[src/rtl/sensor_spi_arbiter_pkg.sv]
// rtl/sensor_spi_arbiter_pkg.sv - shared types and defaults for the sensor SPI arbiter
// Purpose: arbiter state encoding, clock-rate constant and parameter defaults.
// Ports: none (package).
package sensor_spi_arbiter_pkg;

    typedef enum logic [1:0] {
        ST_IDLE  = 2'd0,
        ST_GRANT = 2'd1,
        ST_DRAIN = 2'd2,
        ST_GAP   = 2'd3
    } arb_state_t;

    localparam int CLK_HZ               = 3_000_000;
    // One second of bus hold at the system clock rate.
    localparam int DEF_TIMEOUT_CYCLES   = CLK_HZ;
    localparam int DEF_GAP_CYCLES       = 4;

endpackage

[src/rtl/arb_rr2.sv]
// rtl/arb_rr2.sv - two-way round-robin picker
// Purpose: choose which of two requesters is granted.
// Ports:
//   req[1:0]   in   active requests
//   last_grant in   index granted most recently
//   grant      out  chosen index (0 when nobody requests)
module arb_rr2 (
    input  logic [1:0] req,
    input  logic       last_grant,
    output logic       grant
);

    always_comb begin
        grant = 1'b0;
        if (req == 2'b11) begin
            // Tie: hand the bus to whoever did not have it last.
            grant = ~last_grant;
        end else if (req[1]) begin
            grant = 1'b1;
        end
    end

endmodule

[src/rtl/sensor_spi_arbiter.sv]
// rtl/sensor_spi_arbiter.sv - shares one spi_master between two sensor controllers
// Purpose: round-robin arbitration of a single SPI master with chip-select
//          framing, a release gap between grants and a hold timeout.
// Ports:
//   clk, rst_n                         clock, async active-low reset
//   r_start/r_tx_valid/r_cs_n [1:0]    per-requester controls
//   r_tx_data0, r_tx_data1 [7:0]       per-requester transmit bytes
//   r_tx_ready/r_rx_valid/r_busy [1:0] per-requester status returns
//   r_rx_data [7:0]                    shared receive byte
//   m_start, m_tx_valid, m_tx_data     to spi_master
//   m_tx_ready, m_rx_valid, m_busy,
//   m_rx_data                          from spi_master
//   cs_n [1:0]                         physical chip selects
//   grant_id, grant_active             current/last grant, high in GRANT
//   timeout_err                        sticky hold-timeout flag
module sensor_spi_arbiter
    import sensor_spi_arbiter_pkg::*;
#(
    parameter int GAP_CYCLES     = DEF_GAP_CYCLES,
    parameter int TIMEOUT_CYCLES = DEF_TIMEOUT_CYCLES
) (
    input  logic       clk,
    input  logic       rst_n,
    input  logic [1:0] r_start,
    input  logic [1:0] r_tx_valid,
    input  logic [7:0] r_tx_data0,
    input  logic [7:0] r_tx_data1,
    input  logic [1:0] r_cs_n,
    output logic [1:0] r_tx_ready,
    output logic [1:0] r_rx_valid,
    output logic [1:0] r_busy,
    output logic [7:0] r_rx_data,
    output logic       m_start,
    output logic       m_tx_valid,
    output logic [7:0] m_tx_data,
    input  logic       m_tx_ready,
    input  logic       m_rx_valid,
    input  logic       m_busy,
    input  logic [7:0] m_rx_data,
    output logic [1:0] cs_n,
    output logic       grant_id,
    output logic       grant_active,
    output logic       timeout_err
);

    localparam int TW = $clog2(TIMEOUT_CYCLES + 1);
    localparam int GW = $clog2(GAP_CYCLES + 1);
    localparam logic [TW-1:0] TIMEOUT_MAX = TW'(TIMEOUT_CYCLES);
    localparam logic [GW-1:0] GAP_MAX     = GW'(GAP_CYCLES);
    // The chip-select-high interval spans DRAIN, GAP and the IDLE
    // arbitration cycle; GAP is left once DRAIN+GAP have covered all but
    // the final IDLE cycle, so an immediate drain yields exactly GAP_CYCLES.
    localparam logic [GW-1:0] GAP_EXIT    = GW'((GAP_CYCLES > 2) ? GAP_CYCLES - 2 : 0);

    arb_state_t      state;
    logic            last_grant;
    logic [1:0]      blocked;
    logic [TW-1:0]   tcnt;
    logic [GW-1:0]   gap_cnt;
    logic [1:0]      req;
    logic            pick;
    logic [TW-1:0]   tcnt_inc;
    logic [GW-1:0]   gap_inc;

    assign req      = ~r_cs_n & ~blocked;
    assign tcnt_inc = (tcnt == TIMEOUT_MAX) ? tcnt : tcnt + TW'(1);
    assign gap_inc  = (gap_cnt == GAP_MAX) ? gap_cnt : gap_cnt + GW'(1);

    arb_rr2 u_arb (
        .req        (req),
        .last_grant (last_grant),
        .grant      (pick)
    );

    always_ff @(posedge clk or negedge rst_n) begin
        if (!rst_n) begin
            state        <= ST_IDLE;
            cs_n         <= 2'b11;
            grant_active <= 1'b0;
            grant_id     <= 1'b0;
            last_grant   <= 1'b1;
            timeout_err  <= 1'b0;
            blocked      <= 2'b00;
            tcnt         <= '0;
            gap_cnt      <= '0;
        end else begin
            // A requester that lets go of its framing is eligible again;
            // a timeout below overrides this for the same cycle.
            for (int i = 0; i < 2; i++) begin
                if (r_cs_n[i]) begin
                    blocked[i] <= 1'b0;
                end
            end

            case (state)
                ST_IDLE: begin
                    if (|req) begin
                        state        <= ST_GRANT;
                        grant_id     <= pick;
                        last_grant   <= pick;
                        grant_active <= 1'b1;
                        cs_n         <= pick ? 2'b01 : 2'b10;
                        tcnt         <= '0;
                    end
                end
                ST_GRANT: begin
                    tcnt <= tcnt_inc;
                    // Timeout wins over a release seen in the same cycle.
                    if (tcnt_inc == TIMEOUT_MAX) begin
                        timeout_err       <= 1'b1;
                        blocked[grant_id] <= 1'b1;
                        state             <= ST_DRAIN;
                        cs_n              <= 2'b11;
                        grant_active      <= 1'b0;
                        gap_cnt           <= '0;
                    end else if (r_cs_n[grant_id]) begin
                        state        <= ST_DRAIN;
                        cs_n         <= 2'b11;
                        grant_active <= 1'b0;
                        gap_cnt      <= '0;
                    end
                end
                ST_DRAIN: begin
                    gap_cnt <= gap_inc;
                    if (!m_busy) begin
                        state <= ST_GAP;
                    end
                end
                ST_GAP: begin
                    gap_cnt <= gap_inc;
                    if (gap_cnt >= GAP_EXIT) begin
                        state <= ST_IDLE;
                    end
                end
                default: begin
                    state <= ST_IDLE;
                end
            endcase
        end
    end

    // Pass-through only for the granted requester; everyone else sees a
    // busy, never-ready master and its strobes are dropped.
    always_comb begin
        m_start    = 1'b0;
        m_tx_valid = 1'b0;
        m_tx_data  = 8'h00;
        r_tx_ready = 2'b00;
        r_rx_valid = 2'b00;
        r_busy     = 2'b11;
        r_rx_data  = 8'h00;
        if (grant_active) begin
            m_start              = r_start[grant_id];
            m_tx_valid           = r_tx_valid[grant_id];
            m_tx_data            = grant_id ? r_tx_data1 : r_tx_data0;
            r_tx_ready[grant_id] = m_tx_ready;
            r_rx_valid[grant_id] = m_rx_valid;
            r_busy[grant_id]     = m_busy;
            r_rx_data            = m_rx_data;
        end
    end

endmodule

[config.mk]
export PLATFORM = sky130hd
export DESIGN_NAME = sensor_spi_arbiter
export DESIGN_NICKNAME = d
export VERILOG_FILES = /design/src/rtl/sensor_spi_arbiter_pkg.sv /design/src/rtl/arb_rr2.sv /design/src/rtl/sensor_spi_arbiter.sv
export SDC_FILE = /design/constraint.sdc
export NUM_CORES = 1
export LEC_CHECK = 0
export CAP_MARGIN = 20
export CORE_MARGIN = 3
export CORE_UTILIZATION = 54
export DETAILED_ROUTE_END_ITERATION = 10
export PLACE_DENSITY = 0.83
export SLEW_MARGIN = 30
export SYNTH_ARGS = -nofsm -noshare
export SYNTH_HDL_FRONTEND = slang
export SYNTH_SLANG_ARGS = --single-unit
[constraint.sdc]
create_clock -name clk -period 7.6 [get_ports clk]
set_input_delay 1.52 -clock clk [delete_from_list [all_inputs] [get_ports clk]]
set_output_delay 1.52 -clock clk [all_outputs]
set_load 0.02 [all_outputs]
Yosys cells after proc, flatten, opt, wreduce, memory -nomap -nowiden
Cells that the tools add are included.
{"block": "totals", "reg_bits": 35, "elab_cells": 91, "in_bits": 35, "output_inout_bits": 29}
{"block": "classes", "magnitude_cmp": 3, "n_bitwise": 9, "n_reduce_logical": 12, "muxes": 44, "n_addsub": 2, "eq_ne": 12}
{"op": "equality test 22 bit (second input constant)", "count": 2}
{"op": "two-way mux 22 bit", "count": 2}
{"op": "one-hot mux 22 bit (2 select lines)", "count": 1}
{"op": "two-way mux 2 bit", "count": 14}
{"op": "two-way mux 8 bit", "count": 3}
{"op": "adder 22 x 1 -> 22 bit (second input constant)", "count": 1}
{"op": "two-way mux 1 bit", "count": 16}
{"op": "two-way mux 3 bit", "count": 3}
{"op": "!= test 2 bit (second input constant)", "count": 4}
{"op": "one-hot mux 2 bit (4 select lines)", "count": 1}
{"op": "bitwise AND 2 bit", "count": 3}
{"op": "equality test 2 bit (second input constant)", "count": 3}
{"op": "inverter 2 bit", "count": 3}
{"op": "one-hot mux 3 bit (2 select lines)", "count": 1}
{"op": "AND reduction 2 bit", "count": 3}
{"op": "AND reduction 3 bit", "count": 2}
{"op": "OR 2 bit", "count": 2}
{"op": "one-hot mux 2 bit (2 select lines)", "count": 1}
{"op": "AND reduction 4 bit", "count": 1}
{"op": "nonzero test 2 bit", "count": 2}
{"op": "OR reduction 2 bit", "count": 2}
{"op": "adder 3 x 1 -> 3 bit (second input constant)", "count": 1}
{"op": "equality test 3 bit (second input constant)", "count": 1}
{"op": "greater-or-equal comparator 3 x 2 -> 1 bit (second input constant)", "count": 1}
{"op": "9 further kinds", "count": 9}

Longest topological paths before layout
{"block": "logic_depth", "depth_word": 7, "ltp_mapped": 10, "ltp_nobuf": 9}

Hierarchy
From an unflattened synthesis, not the netlist that was laid out.
{"block": "unflattened", "hier_cells": 318, "area_unflattened_um2": 2653.8}
{"mod": "sensor_spi_arbiter", "area_per_inst_um2": 2642.5, "cells_each": 317, "seq_area_each_um2": 879.6, "instances": 1}
{"mod": "arb_rr2", "area_per_inst_um2": 11.3, "cells_each": 1, "seq_area_each_um2": 0.0, "instances": 1}

Worst setup path before layout
No wires, ideal clock.
{"block": "synth_path", "path_type": "input to output", "from": "input r_start[1]", "to": "output m_start", "t_required_ns": 6.080, "stages": 2, "arrival_time_ns": 1.901, "setup_slack_ns": 4.179, "n_path_buf": 0, "cell_sequence": "mux2i_1 nor2b_1"}
{"block": "synth_between", "elab_chain_cells": 3}
{"item": "start: declaration", "line": "sensor_spi_arbiter.sv:24", "rtl": "input logic [1:0] r_start,"}
{"item": "two-way mux 1 bit (not written as such) (2 in series)", "line": "sensor_spi_arbiter.sv:153", "rtl": "m_start = r_start[grant_id];"}
{"item": "two-way mux 1 bit", "line": "sensor_spi_arbiter.sv:152", "rtl": "if (grant_active) begin"}
{"item": "end: declaration", "line": "sensor_spi_arbiter.sv:33", "rtl": "output logic m_start,"}
No other way between the ends. The select of a mux whose other input is x is not followed.

Final worst setup path
{"block": "layout_path", "from": "input r_tx_data1[6]", "to": "output m_tx_data[6]"}
{"block": "layout_between", "elab_chain_cells": 2}
{"item": "start: declaration", "line": "sensor_spi_arbiter.sv:27", "rtl": "input logic [7:0] r_tx_data1,"}
{"item": "two-way mux 8 bit", "line": "sensor_spi_arbiter.sv:155", "rtl": "m_tx_data = grant_id ? r_tx_data1 : r_tx_data0;"}
{"item": "two-way mux 8 bit", "line": "sensor_spi_arbiter.sv:152"}
{"item": "end: declaration", "line": "sensor_spi_arbiter.sv:35", "rtl": "output logic [7:0] m_tx_data,"}
No other way between the ends.

==> flow_summary.yaml <==
yosys:
  ys_types: 53
  netlist_top_cells_area: "dfrtp_1, o21ai_0, mux2i_1"
  synth_edf_count: 0
  synth.avg_cell_area_um2: 8.256
  yosysSeqAreaShare_pct: 33.72
  synthFlopType: "dfrtp_1"
  async_flop_share_pct: 100.0
  ys_seq_elements: 35
  synthDominantCellAreaShare_pct: 30.70
  synthCells: 316
  synth_top_cell_by_area: "dfrtp_1"
  synth_area_um2: 2609
  yosys_warnings: 0
  syn_nets: 359
clock_network:
  clock-sinks: 35
  cts_setup_buffers: 0
  clock_latency_ns: 0.29
  numCtsBuffers: 5
  ctsResizeCount: 0
  clk_path_buf_depth: 2
  cts.htree.levels: 2
  cts_tree: "done"
  clk_pin_slew_worst_paths_ns: 0.07
  cts_hold_buf: 0
  cts_root_buffer: "clkbuf_8"
job:
  maxCapViolCount: 0
global_routing:
  first_global_vias: 2351
  antenna_found_initial: 0
  grt_first_pass_wirelength_um: 10880
  grt_max_degree: 36
  grt_use_total_pct: 24.90
  grt.overflow.total: 0
cells_and_area:
  diodes: 0
  nets: 413
  final_area_um2: 3356
  drive_gt1_share_pct: 6.739
  final_util_pct: 74.50
  syn_to_final_growth_pct: 28.63
  nFillCells: 374
  fin_cells: 423
critical_path:
  crit_type: "in2out"
  crit_chain: "clkdlybuf4s50_1 -> mux2i_1 -> nor2b_1 -> clkdlybuf4s50_1"
  end_kind: "output pin"
  crit_path_max_fanout: 1
  cp.arrival_ns: 2.87
  critPathRequiredTime_ns: 6.08
  critPathLaunchType: "primary input"
  cpMostUsedCell: "clkdlybuf4s50_1"
  cp_num_buf_inv: 2
  slowest_stage: "clkdlybuf4s50_1"
  critPathTopFamily: "buffers and inverters"
  slowest_delay_ns: 0.63
detailed_routing:
  post_drt_wl_per_cell_um: 16.85
  postRouteWirelength_um: 7129
  post_drt_via_cell_ratio: 6.296
  ant_nets: 0
  drtIter0Drc: 171
  vias: 2663
  route.detailed.drc: 0
  drt-pass1-iter-count: 5
sta:
  drv_slew: 0
  final.min_clock_period_ns: 4.392
  fin_crit_sh_pct: 57.79
  hold_slack_ns: 0.4836
  final-hold-violation-count: 0
  worst_pin_slew_ns: 0.9259
  fin_ws_ns: 3.208
  setup_viol: 0
  finalClockSkew_ns: 0.008831
  fmax_mhz: 227.7
  fin_tns_setup_ns: 0
  rsz0062_at_grt: "no"
  maxSlewHeadroom_pct: 38.05
placed_design:
  dpl.hpwl_um: 5250
  pre_cts_slack_ns: 3.171
  dp_cells: 415
  port_buffers: 63
  place.gp.congestion: 0.9060
  placedInstanceArea_um2: 3249
pwr:
  ir_drop_mv: 0.2669
  finalPower_uw: 988.3
  p_leak_nw: 1.331
  power_density_nw_per_um2: 294.5
hold_path:
  worst_hold_path_type: "reg2reg"
floorplan:
  coreArea_um2: 4504
  ioPinCount: 64
  die_h_um: 75.51
  fp-row-count: 24
  die-area_um2: 5701
  die_w_um: 75.51
  start_util_pct: 57.92
run_status:
  status: "complete, no violations"
registers in the layout (all words and copies together), names as in the netlist:
signal,flops
grant_active,1
grant_id,1
state,2
cs_n,2
blocked,2
gap_cnt,3
timeout_err,1
tcnt,22
last_grant,1
synthesized netlist by cell type, drive strengths merged, types with 4 or more instances:
cell / count
clkbuf: 15
nor2: 25
a21o: 4
and2: 11
mux2: 4
nand2b: 6
and3: 6
mux2i: 14
nand4: 9
nor4: 6
dfrtp: 32
a31oi: 4
nand3: 14
o21ai: 37
nor3: 10
o31ai: 4
nand2: 24
xnor2: 4
inv: 10
nand3b: 4
nor2b: 13
ha: 8
a21oi: 12
worst reg2reg max path: stages, from the launching register on:
cell,delay [ns]
dfrtp_1,0.45
ha_1,0.40
nand4_1,0.23
nor3_1,0.57
xnor2_1,0.23
o211ai_1,0.13
nor4b_1,0.31
a21oi_1,0.21
or4b_1,0.53
o311ai_1,0.11
kinds of logic (layout without fill, tap and decap cells):
logic type,after synthesis,after routing,synth area share [%]
and+or+nand+nor,143,143,30.94
xor gates and xnor gates,4,4,1.343
DFF,35,35,33.72
buffers and inverters,28,83,4.125
AOI/OAI and AO/OA,80,80,18.80
muxes,18,18,7.242
adders and majority gates,8,8,3.837
cell type report:
type | instances | area [um^2] | share of cell area [%]
multi-input cells | 253 | 1628 | 48.51
clock buffers | 8 | 100.1 | 2.983
repair buffers | 65 | 645.6 | 19.24
inverters | 10 | 37.54 | 1.119
well taps | 52 | 65.06 | 1.939
flip-flops and latches | 35 | 879.6 | 26.21
final timing paths:
path | slack, ns | to | startpoint | depth (start not counted)
setup / recovery | 3.21 | m_tx_data[6] | r_tx_data1[6] | 4
hold / removal | 0.48 | timeout_err | timeout_err | 1
setup reg to reg | 4.32 | gap_cnt[2] | tcnt[0] | 9
hold reg to reg | 0.48 | timeout_err | timeout_err | 1
max in group asynchronous | 5.61 | last_grant | rst_n | 2
min in group asynchronous | 1.65 | tcnt[2] | rst_n | 2
power breakdown:
group / switching, mW / internal, mW / total [mW] / leakage (nW)
clock: 0.0638 / 0.0826 / 0.146 / 0.0515
combinational: 0.297 / 0.255 / 0.552 / 0.816
sequential: 0.0648 / 0.225 / 0.290 / 0.464
total: 0.426 / 0.562 / 0.988 / 1.33
placed cells by master (no fill, tap or decap), types with 6 or more instances in the layout:
cell,Yosys,final
a21oi_1,12,12
and2_1,11,11
and3_1,6,6
clkbuf_8,0,7
clkdlybuf4s50_1,0,63
dfrtp_1,32,32
ha_1,8,8
inv_1,10,10
mux2i_1,14,14
nand2_1,24,24
nand2b_1,6,6
nand3_1,14,14
nand4_1,8,8
nor2_1,25,25
nor2b_1,13,13
nor3_1,10,10
o21ai_0,35,35
per-layer routing:
layer | up-vias | global-route usage, % | share of wire [%]
li1 | 1258 | - | -
met4 | 0 | 8.350 | 2.0
met5 | - | 0 | 0
met3 | 17 | 6.201 | 10
met2 | 144 | 41.32 | 45
met1 | 1244 | 31.78 | 43
(Power assumes the default switching activity.)
